===== src/rtl/decode_issue_queue.sv =====
// Decode-to-issue queue: circular buffer of decoded ops with a
// pending-write scoreboard gating in-order issue to functional units.
module decode_issue_queue #(
  parameter int DEPTH  = 4,
  parameter int NUM_FU = 4,
  parameter int REG_W  = 5,
  localparam int FU_W  = (NUM_FU > 1) ? $clog2(NUM_FU) : 1,
  localparam int PTR_W = $clog2(DEPTH),
  localparam int CNT_W = PTR_W + 1
) (
  input  logic              CLK,
  input  logic              RST,
  input  logic              enq_valid,
  output logic              enq_ready,
  input  logic [31:0]       enq_instr,
  input  logic [FU_W-1:0]   enq_fu,
  input  logic [REG_W-1:0]  enq_rd,
  input  logic [REG_W-1:0]  enq_rs1,
  input  logic [REG_W-1:0]  enq_rs2,
  input  logic              enq_wen,
  output logic [NUM_FU-1:0] iss_valid,
  input  logic [NUM_FU-1:0] iss_ready,
  output logic [31:0]       iss_instr,
  output logic [REG_W-1:0]  iss_rd,
  output logic              iss_wen,
  input  logic              wb_valid,
  input  logic [REG_W-1:0]  wb_rd,
  input  logic              flush,
  output logic [CNT_W-1:0]  count
);

  localparam int NREG = 1 << REG_W;

  logic [31:0]      instr_mem [DEPTH];
  logic [FU_W-1:0]  fu_mem    [DEPTH];
  logic [REG_W-1:0] rd_mem    [DEPTH];
  logic [REG_W-1:0] rs1_mem   [DEPTH];
  logic [REG_W-1:0] rs2_mem   [DEPTH];
  logic             wen_mem   [DEPTH];

  logic [PTR_W-1:0] head;
  logic [PTR_W-1:0] tail;
  logic [NREG-1:0]  sb;
  logic [NREG-1:0]  sb_next;

  logic [FU_W-1:0]  head_fu;
  logic [REG_W-1:0] head_rs1;
  logic [REG_W-1:0] head_rs2;
  logic             hazard;
  logic             enq_fire;
  logic             iss_fire;

  assign enq_ready = (count < CNT_W'(DEPTH));
  assign enq_fire  = enq_valid & enq_ready & ~flush;
  assign iss_fire  = |(iss_valid & iss_ready);

  assign head_fu   = fu_mem[head];
  assign head_rs1  = rs1_mem[head];
  assign head_rs2  = rs2_mem[head];
  assign iss_instr = instr_mem[head];
  assign iss_rd    = rd_mem[head];
  assign iss_wen   = wen_mem[head];

  // Head hazard from registered pending bits; x0 never stalls.
  always_comb begin
    hazard = 1'b0;
    if (head_rs1 != '0 && sb[head_rs1])
      hazard = 1'b1;
    if (head_rs2 != '0 && sb[head_rs2])
      hazard = 1'b1;
    if (iss_wen && iss_rd != '0 && sb[iss_rd])
      hazard = 1'b1;
  end

  // One-hot request to the head entry's functional unit.
  always_comb begin
    iss_valid = '0;
    if (count != '0 && !hazard && !flush)
      iss_valid[head_fu] = 1'b1;
  end

  // Scoreboard update: writeback clears, issue sets, set wins.
  always_comb begin
    sb_next = sb;
    if (wb_valid)
      sb_next[wb_rd] = 1'b0;
    if (iss_fire && iss_wen && iss_rd != '0)
      sb_next[iss_rd] = 1'b1;
  end

  // Pending-write bits survive flush, cleared only by reset.
  always_ff @(posedge CLK or posedge RST) begin
    if (RST)
      sb <= '0;
    else
      sb <= sb_next;
  end

  // Pointer and occupancy bookkeeping; flush empties the queue.
  always_ff @(posedge CLK or posedge RST) begin
    if (RST) begin
      head  <= '0;
      tail  <= '0;
      count <= '0;
    end else if (flush) begin
      head  <= '0;
      tail  <= '0;
      count <= '0;
    end else begin
      if (enq_fire)
        tail <= tail + PTR_W'(1);
      if (iss_fire)
        head <= head + PTR_W'(1);
      unique case ({enq_fire, iss_fire})
        2'b10:   count <= count + CNT_W'(1);
        2'b01:   count <= count - CNT_W'(1);
        default: count <= count;
      endcase
    end
  end

  // Entry payload storage; contents are don't-care until enqueued.
  always_ff @(posedge CLK) begin
    if (enq_fire) begin
      instr_mem[tail] <= enq_instr;
      fu_mem[tail]    <= enq_fu;
      rd_mem[tail]    <= enq_rd;
      rs1_mem[tail]   <= enq_rs1;
      rs2_mem[tail]   <= enq_rs2;
      wen_mem[tail]   <= enq_wen;
    end
  end

endmodule


===== config.mk =====
export PLATFORM = sky130hd
export DESIGN_NAME = decode_issue_queue
export DESIGN_NICKNAME = d
export VERILOG_FILES = /design/src/rtl/decode_issue_queue.sv
export SDC_FILE = /design/constraint.sdc
export NUM_CORES = 1
export LEC_CHECK = 0
export ABC_CLOCK_PERIOD_IN_PS = 9100
export CAP_MARGIN = 15
export CORE_UTILIZATION = 43
export DETAILED_ROUTE_END_ITERATION = 8
export GPL_TIMING_DRIVEN = 1
export MAX_ROUTING_LAYER = met4
export PLACE_DENSITY = 0.74
export SYNTH_ARGS = -nofsm -noshare
export SYNTH_HDL_FRONTEND = slang
export SYNTH_SLANG_ARGS = --single-unit

===== constraint.sdc =====
create_clock -name CLK -period 9.1 [get_ports CLK]
set_input_delay 1.82 -clock CLK [delete_from_list [all_inputs] [get_ports CLK]]
set_output_delay 1.82 -clock CLK [all_outputs]
set_load 0.005 [all_outputs]

### Word-level counts from Yosys, hierarchy flattened

Memories as Yosys holds them, arrays and structs flattened.
Cells that the tools add are included.

| cells by class | value |
|---|---|
| add/subtract/negate cells | 4 |
| bitwise logic cells | 7 |
| reduce and logical (&&, ||, !) cells | 21 |
| eq/ne operators | 2 |
| multiplexer cells | 26 |
| $lt $le $gt $ge | 9 |

Operators by type and width:

| operator | number |
|---|---|
| $mux W32 | 2 |
| $and A32 B32 Y32 | 1 |
| $not A32 Y32 | 1 |
| $or A32 B32 Y32 | 1 |
| $lt A5 B6 Y1 const B | 4 |
| $bmux W1 S5 | 3 |
| $reduce_bool A5 Y1 | 3 |
| $logic_and A1 B1 Y1 | 11 |
| $mux W1 | 11 |
| $demux W1 S5 | 2 |
| $ge A5 B1 Y1 const B | 2 |
| $mux W2 | 4 |
| $pmux W3 S2 | 1 |
| $reduce_bool A3 Y1 | 2 |
| $add A2 B1 Y2 const B | 2 |
| $and A4 B4 Y4 | 1 |
| $mux W4 | 1 |
| $reduce_bool A2 Y1 | 2 |
| $reduce_or A4 Y1 | 1 |
| $add A3 B1 Y3 const B | 1 |
| $lt A2 B3 Y1 const B | 1 |
| $lt A3 B3 Y1 const B | 1 |
| $mux W3 | 1 |
| $sub A3 B1 Y3 const B | 1 |
| other kinds (7) | 9 |

| storage, ports and cells | value |
|---|---|
| bits in registers | 39 |
| memories | 6 |
| output and inout bits | 46 |
| RAM bits | 200 |
| logic and storage cells | 79 |

Memories:

| memory | words | bits a word | read ports | clocked after Yosys merged registers in | write ports | RTL line | source |
|---|---|---|---|---|---|---|---|
| instr_mem | 4 | 32 | 1 | 0 | 1 | 34 | `logic [31:0] instr_mem [DEPTH];` |
| rd_mem | 4 | 5 | 1 | 0 | 1 | 36 | `logic [REG_W-1:0] rd_mem [DEPTH];` |
| rs1_mem | 4 | 5 | 1 | 0 | 1 | 37 | `logic [REG_W-1:0] rs1_mem [DEPTH];` |
| rs2_mem | 4 | 5 | 1 | 0 | 1 | 38 | `logic [REG_W-1:0] rs2_mem [DEPTH];` |
| fu_mem | 4 | 2 | 1 | 0 | 1 | 35 | `logic [FU_W-1:0] fu_mem [DEPTH];` |
| wen_mem | 4 | 1 | 1 | 0 | 1 | 39 | `logic wen_mem [DEPTH];` |

### Longest topological paths before layout

Gate-level depths: netlist of run 1.
An unclocked memory read counts as a cell.

| depth | value |
|---|---|
| depth after elaboration | 16 |
| mapped depth | 18 |
| mapped depth without buffers | 13 |

### Worst setup path before layout of run 1

OpenSTA, ideal clock, no wires.

| timing | value |
|---|---|
| path type | register to output |
| start point | register head[0] |
| end point | output iss_valid[2] |
| data required time | 7.280 ns |
| path slack | 4.548 ns |
| arrival time | 2.732 ns |
| stages on the path, launching flop included | 13 |
| cell sequence | dfrtp_1 buf_6 buf_6 mux4_2 buf_2 mux4_2 mux2i_1 nor3_1 a2111oi_4 and4b_1 buf_2 nand2_1 nor3b_1 |

| on the way | value |
|---|---|
| longest elaborated chain between the ends | 11 |

RTL lines:

| item | RTL line | source |
|---|---|---|
| start, declared | 41 | `logic [PTR_W-1:0] head;` |
| start signal, assigned | 113 | `head <= head + PTR_W'(1);` |
| $mem_v2 Z4 W5 | -- |  |
| $bmux W1 S5 | 67 | `if (head_rs1 != '0 && sb[head_rs1])` |
| $mux W1 (implied by the code) | 67 |  |
| $logic_and A1 B1 Y1 | 67 |  |
| $mux W1 | 67 |  |
| $mux W1 | 69 | `if (head_rs2 != '0 && sb[head_rs2])` |
| $mux W1 | 71 | `if (iss_wen && iss_rd != '0 && sb[iss_rd])` |
| $logic_not A1 Y1 | 78 | `if (count != '0 && !hazard && !flush)` |
| $logic_and A1 B1 Y1 (2 in a row) | 78 |  |
| $mux W4 * | 78 |  |
| end, declared | 21 | `output logic [NUM_FU-1:0] iss_valid,` |

Mark *: on every way between the ends. The rest lies on a longest branch, timed or not. The select of a mux whose other input is x is not followed.

### Final worst setup path of run 1

Same ends and word-level chain as after synthesis.

==> results of run 1 <==
==> synth_stat cells, drive strengths merged (6+ instances only) <==
cell	number	area, µm²
mux2i	28	280
dfrtp	38	951
nand3	7	35.0
nand2	16	62.6
nand3b	7	52.6
and2	9	56.3
mux4	60	1360
mux2	7	78.8
nor2b	9	56.3
nor3	7	35.0
nand2b	9	56.3
nor2	13	48.8
o21ai	41	205
edfxtp	200	6010
clkbuf	11	42.5
o31ai	31	233
inv	6	22.5
buf	21	111
==> per-layer routing <==
metal	wire length [µm]	track usage	share of wire
met2	10500	0.306	0.48
met5	0	-	0
met3	1660	0.0432	0.075
met4	555	0.0561	0.025
met1	9370	0.259	0.42
==> worst min-delay path: cells and delay by family, from the launching register on <==
kind	cells	cell delay (ns)
DFF	1	0.41
and+or+nand+nor	1	0.07
AOI/OAI and AO/OA	1	0.06
==> layout make-up <==
type / count / area, µm² / area share
inverters: 6 / 22.5 / 0.00184
diodes: 1 / 2.50 / 0.000205
repair buffers: 116 / 1140 / 0.0935
multi-input cells: 289 / 2960 / 0.242
clock inverters: 15 / 110 / 0.00900
well taps: 313 / 392 / 0.0320
flip-flops and latches: 238 / 6960 / 0.569
clock buffers: 30 / 644 / 0.0527
==> through the flow <==
step	setup slack [ns]	cell area [µm²]	util	hold slack (ns)	total power, mW
floorplan	4.55	10100	-	0.498	1.45
global placement	2.85	11500	0.502	0.557	1.57
detailed placement	2.81	11500	0.502	0.581	1.58
CTS	2.23	12200	0.535	0.590	2.52
global route	1.98	12200	0.536	0.621	2.58
finish	2.34	12200	0.536	0.592	2.49
==> state kept, by name, indices dropped and copies added, names as in the netlist <==
signal     count
count          3
rd_mem        20
head           2
tail           2
fu_mem         8
wen_mem        4
sb            31
instr_mem    128
rs2_mem       20
rs1_mem       20
==> cell families (layout without fill, tap and decap cells) <==
logic type	after synthesis	count (layout)	share of synthesized area
xor gates and xnor gates	1	1	0.000868
buffers and inverters	38	167	0.0175
DFF	238	238	0.690
AOI/OAI and AO/OA	93	93	0.0617
and+or+nand+nor	95	95	0.0535
other	0	1	0
adders and majority gates	5	5	0.00695
muxes	95	95	0.170
==> power by group <==
part	total, mW	internal [mW]	switching, mW
combinational	0.296	0.147	0.148
sequential	1.26	1.23	0.0316
clock	0.932	0.514	0.419
==> worst paths after layout <==
check                         from            to  depth (start not counted)
max                        head[0]  iss_valid[2]                         10
min                        tail[1]       tail[1]                          2
max reg2reg                head[0]      count[1]                         13
min reg2reg                tail[1]       tail[1]                          2
max in group asynchronous      RST       head[0]                          3
min in group asynchronous      RST      count[0]                          3
==> impl_metrics.csv, run 1 <==
group,metric,value,unit
status,status,"finished, final reports clean",
sta,hold_viol_final,0,
setup_path,reg2reg_slack,3.79,ns
pwr,vdd_drop_max,0.130,mV
yosys,ys_ff_latch,238,
placed_design,dp_cells,962,
clock_network,cts_buffers,25,
sta,drv_slew,0,
placed_design,io_buffers,109,
grt,grt_use_total,0.196,
yosys,syn_inst,565,
die,die_w,155,µm
die,die_y,155,µm
layout,nets,745,
die,ios,110,
setup_path,path_delay_family,"simple AND/OR/NAND/NOR gates",
clock_network,cts_resized,0,
setup_path,max_stage_delay,0.75,ns
die,dieArea,24100,µm²
clock_network,clk_latency,0.53,ns
clock_network,cts_root_buf,"clkbuf_16",
detailed_routing,drt_first_pass_iters,4,
run,cap_violations,0,
detailed_routing,drt_wl_total,22100,µm
layout,drive_above_1_share,0.171,
detailed_routing,drc,0,
layout,mostFrequentLayoutCell,"edfxtp_1",
sta,setup_viol,0,
sta,relSlewSlack,0.477,
sta,fin_crit,6.76,ns
setup_path,critical_path_peak_fanout,34,
grt,grt_max_degree,51,
yosys,postSynthAreaPerCell,17.9,µm²
clock_network,ctsLongestPathBuffers,3,
clock_network,clock_sinks,238,
yosys,async_reset_ff_frac,0.160,
setup_path,cp_num_buf_inv,2,
grt,antenna_found_initial,1,
yosys,yosys_warnings,0,
die,num_rows,55,
clock_network,htreeDepth,1,
yosys,synth_nets,634,
grt,grt_pass1_wl,34500,µm
yosys,synth.distinct_cells,53,
sta,min_period_over_period,0.743,
layout,nFillCells,1815,
detailed_routing,antenna_left,0,
placed_design,routabilityCongestion,0.881,
grt,gr-total-overflow,0,
yosys,ys_seq_area_frac,0.690,
detailed_routing,viasPerCell,5.72,
placed_design,dp_hpwl,14200,µm
sta,worst_slew_pin_slew,0.784,ns
setup_path,cp_cell_sequence,"buf_4 -> mux4_2 -> or3_1 -> a221o_1 -> o221ai_1 -> nor3_1 -> and4b_1 -> nand2_1 -> nor3b_1 -> clkdlybuf4s50_1",
sta,fmax,148,MHz
yosys,synth_edf_count,200,
yosys,synth_flop_cell,"edfxtp_1",
layout,final_cell_mix,"200 x edfxtp_1, 109 x clkdlybuf4s50_1, 59 x mux4_2",
worst_hold_path,hold_path.class,"flop to flop",
pwr,p_leak,4.03,nW
layout,syn2layout_area_growth,21.3,%
die,initial_utilization,0.442,
yosys,synth_area,10100,µm²
clock_network,hold_buffers,0,
pwr,powerDensity,204,nW/µm²
grt,grt_pass1_vias,5949,
clock_network,cts_tree,"yes",
clock_network,cts_setup_buffers,0,
setup_path,worst_setup_path_end_kind,"output pin",
setup_path,crit_arrival,4.94,ns
setup_path,slowest_stage,"mux4_2",
sta,tns,0,ns
die,core,22800,µm²
sta,skew,0.0124,ns
detailed_routing,vias,5761,
detailed_routing,wire_per_inst,21.9,µm
sta,rsz0062_at_grt,"false",
clock_network,clk_pin_slew,0.06,ns
setup_path,crit_required,7.28,ns
setup_path,critical_path_class,"flop to output pin",
layout,instances_no_fill,1008,
detailed_routing,first_iter_violations,374,
setup_path,cp-start-kind,"flop",
(Power assumes the default switching activity.)
==> run 2, diff against run 1 <==
--- a/config.mk
+++ b/config.mk
@@ -5,7 +5,7 @@
 export SDC_FILE = /design/constraint.sdc
 export NUM_CORES = 1
 export LEC_CHECK = 0
-export ABC_CLOCK_PERIOD_IN_PS = 9100
+export ABC_CLOCK_PERIOD_IN_PS = 6400
 export CAP_MARGIN = 15
 export CORE_UTILIZATION = 43
 export DETAILED_ROUTE_END_ITERATION = 8
==> constraint.sdc (replaced) <==
create_clock -name CLK -period 6.4 [get_ports CLK]
set_input_delay 1.28 -clock CLK [delete_from_list [all_inputs] [get_ports CLK]]
set_output_delay 1.28 -clock CLK [all_outputs]
set_load 0.005 [all_outputs]
==> impl_metrics.csv, run 2 (synthesis gave the netlist of run 1 again) <==
group,metric,value,unit
die,core,22800,µm²
sta,worst_slew_pin_slew,0.777,ns
layout,reg.largest.list,"instr_mem (128), sb (31)",
clock_network,clk_latency,0.53,ns
setup_path,cp_cell_sequence,"buf_4 -> mux4_2 -> mux4_2 -> mux2_2 -> nand3_1 -> and4b_1 -> nand2_1 -> nor3b_1 -> clkdlybuf4s50_1",
layout,drive_above_1_share,0.166,
pwr,power,3.56,mW
detailed_routing,first_iter_violations,418,
sta,rsz0062_at_grt,"false",
sta,relSlewSlack,0.482,
clock_network,cts_resized,0,
die,dieArea,24100,µm²
grt,antenna_found_initial,1,
placed_design,io_buffers,109,
detailed_routing,wire_per_inst,21.7,µm
sta,skew,0.00800,ns
die,die_y,155,µm
detailed_routing,drt_first_pass_iters,5,
placed_design,pre_cts_slack,1.02,ns
grt,gr-total-overflow,0,
grt,grt_use_met3,0.0521,
clock_network,cts_setup_buffers,0,
clock_network,hold_buffers,0,
setup_path,path_delay_family,"multiplexers",
sta,fin_crit,5.86,ns
grt,grt_use_total,0.192,
sta,setup_slack,0.537,ns
grt,use_met1,0.249,
detailed_routing,vias,5761,
grt,grt_pass1_vias,5987,
detailed_routing,drt_wl_total,21800,µm
placed_design,dp_hpwl,14300,µm
setup_path,critical_path_peak_fanout,28,
setup_path,critical_path_class,"flop to output pin",
setup_path,worst_setup_path_end_kind,"output pin",
run,cap_violations,0,
layout,fin_util,0.536,
setup_path,crit_arrival,4.58,ns
setup_path,slowest_stage,"dfrtp_4",
layout,nets,744,
clock_network,ctsLongestPathBuffers,3,
setup_path,cp_num_buf_inv,2,
detailed_routing,drc,0,
clock_network,cts_tree,"yes",
setup_path,crit_path_frequent_cell,"mux4_2",
sta,hold_slack,0.601,ns
sta,tns,0,ns
detailed_routing,antenna_left,0,
die,initial_utilization,0.442,
layout,syn2layout_area_growth,21.3,%
sta,fmax,171,MHz
placed_design,dp_cells,962,
layout,final_area,12200,µm²
detailed_routing,viasPerCell,5.73,
grt,grt_pass1_wl,34200,µm
layout,nFillCells,1832,
placed_design,placed_cell_area,11500,µm²
placed_design,routabilityCongestion,0.933,
clock_network,cts_root_buf,"clkbuf_16",
layout,regMostFlops,"instr_mem",
setup_path,cp-start-kind,"flop",
layout,regArea,6960,µm²
setup_path,max_stage_delay,0.75,ns
grt,grt.busiest_layer,"met2",
sta,min_period_over_period,0.916,
layout,instances_no_fill,1006,
clock_network,cts_buffers,24,
clock_network,htreeDepth,1,
layout,final_cell_mix,"200 x edfxtp_1, 109 x clkdlybuf4s50_1, 59 x mux4_2",
sta,setup_viol,0,
setup_path,reg2reg_slack,1.65,ns
die,num_rows,55,
clock_network,clock_sinks,238,
status,status,"finished, final reports clean",
grt,grt_use_met2,0.302,
layout,multiInputGateArea,2960,µm²
sta,drv_slew,0,
layout,largest_register_ffs,128,
die,die_w,155,µm
die,ios,110,
pwr,vdd_drop_max,0.227,mV
setup_path,crit_required,5.12,ns
pwr,p_leak,4.04,nW
worst_hold_path,hold_path.class,"flop to flop",
grt,grt_max_degree,51,
clock_network,clk_pin_slew,0.06,ns
sta,hold_viol_final,0,
pwr,powerDensity,291,nW/µm²
layout,mostFrequentLayoutCell,"edfxtp_1",
run 2: cell count changes in the layout (fill, tap and decap cells not counted), sizes merged:
cell / before / now
clkbuf: 30 / 29
clkinvlp: 4 / 0
clkinv: 7 / 12
inv: 10 / 6
bufinv: 0 / 2
run 2: where the power goes:
part	internal [mW]	leakage (nW)	switching (mW)
Clock	0.772	0.370	0.567
Sequential	1.75	2.34	0.0499
Combinational	0.209	1.33	0.206
run 2: final cells by class:
type	instances	share of cell area
flip-flops and latches	238	0.569
inverters	6	0.00184
clock inverters	14	0.0112
diodes	1	0.000204
repair buffers	116	0.0934
well taps	313	0.0320
multi-input cells	289	0.242
clock buffers	29	0.0506
run 2: metal layers:
layer | up-vias | wire (µm)
li1 | 2530 | -
met1 | 2918 | 8940
met2 | 271 | 10500
met3 | 42 | 1890
met4 | 0 | 514
met5 | - | 0
run 2: path summary, 6_finish.rpt:
kind,start,end,cells after the start
hold / removal,tail[1],tail[1],2
max in group asynchronous,RST,head[0],3
hold reg to reg,tail[1],tail[1],2
min in group asynchronous,RST,sb[5],3
setup / recovery,head[0],iss_valid[2],9
setup reg to reg,head[0],count[1],12
run 2: worst reg2reg max path, stage by stage, from the launching register on:
cell      delay, ns
dfrtp_4        0.75
buf_4          0.57
mux4_2         0.70
nor2b_1        0.28
a22oi_1        0.11
a211o_1        0.33
and3_1         0.23
nand2_2        0.46
nor2_1         0.15
fa_1           0.51
nand2b_1       0.07
or4_1          0.42
nand4_1        0.10
==> run 3, diff against run 2 <==
--- a/config.mk
+++ b/config.mk
@@ -6,7 +6,7 @@
 export NUM_CORES = 1
 export LEC_CHECK = 0
 export ABC_CLOCK_PERIOD_IN_PS = 6400
-export CAP_MARGIN = 15
+export CAP_MARGIN = 25
 export CORE_UTILIZATION = 43
 export DETAILED_ROUTE_END_ITERATION = 8
 export GPL_TIMING_DRIVEN = 1
==> results of run 3 <==
No change in the layout: final DEF, timing and power equal those of run 2.
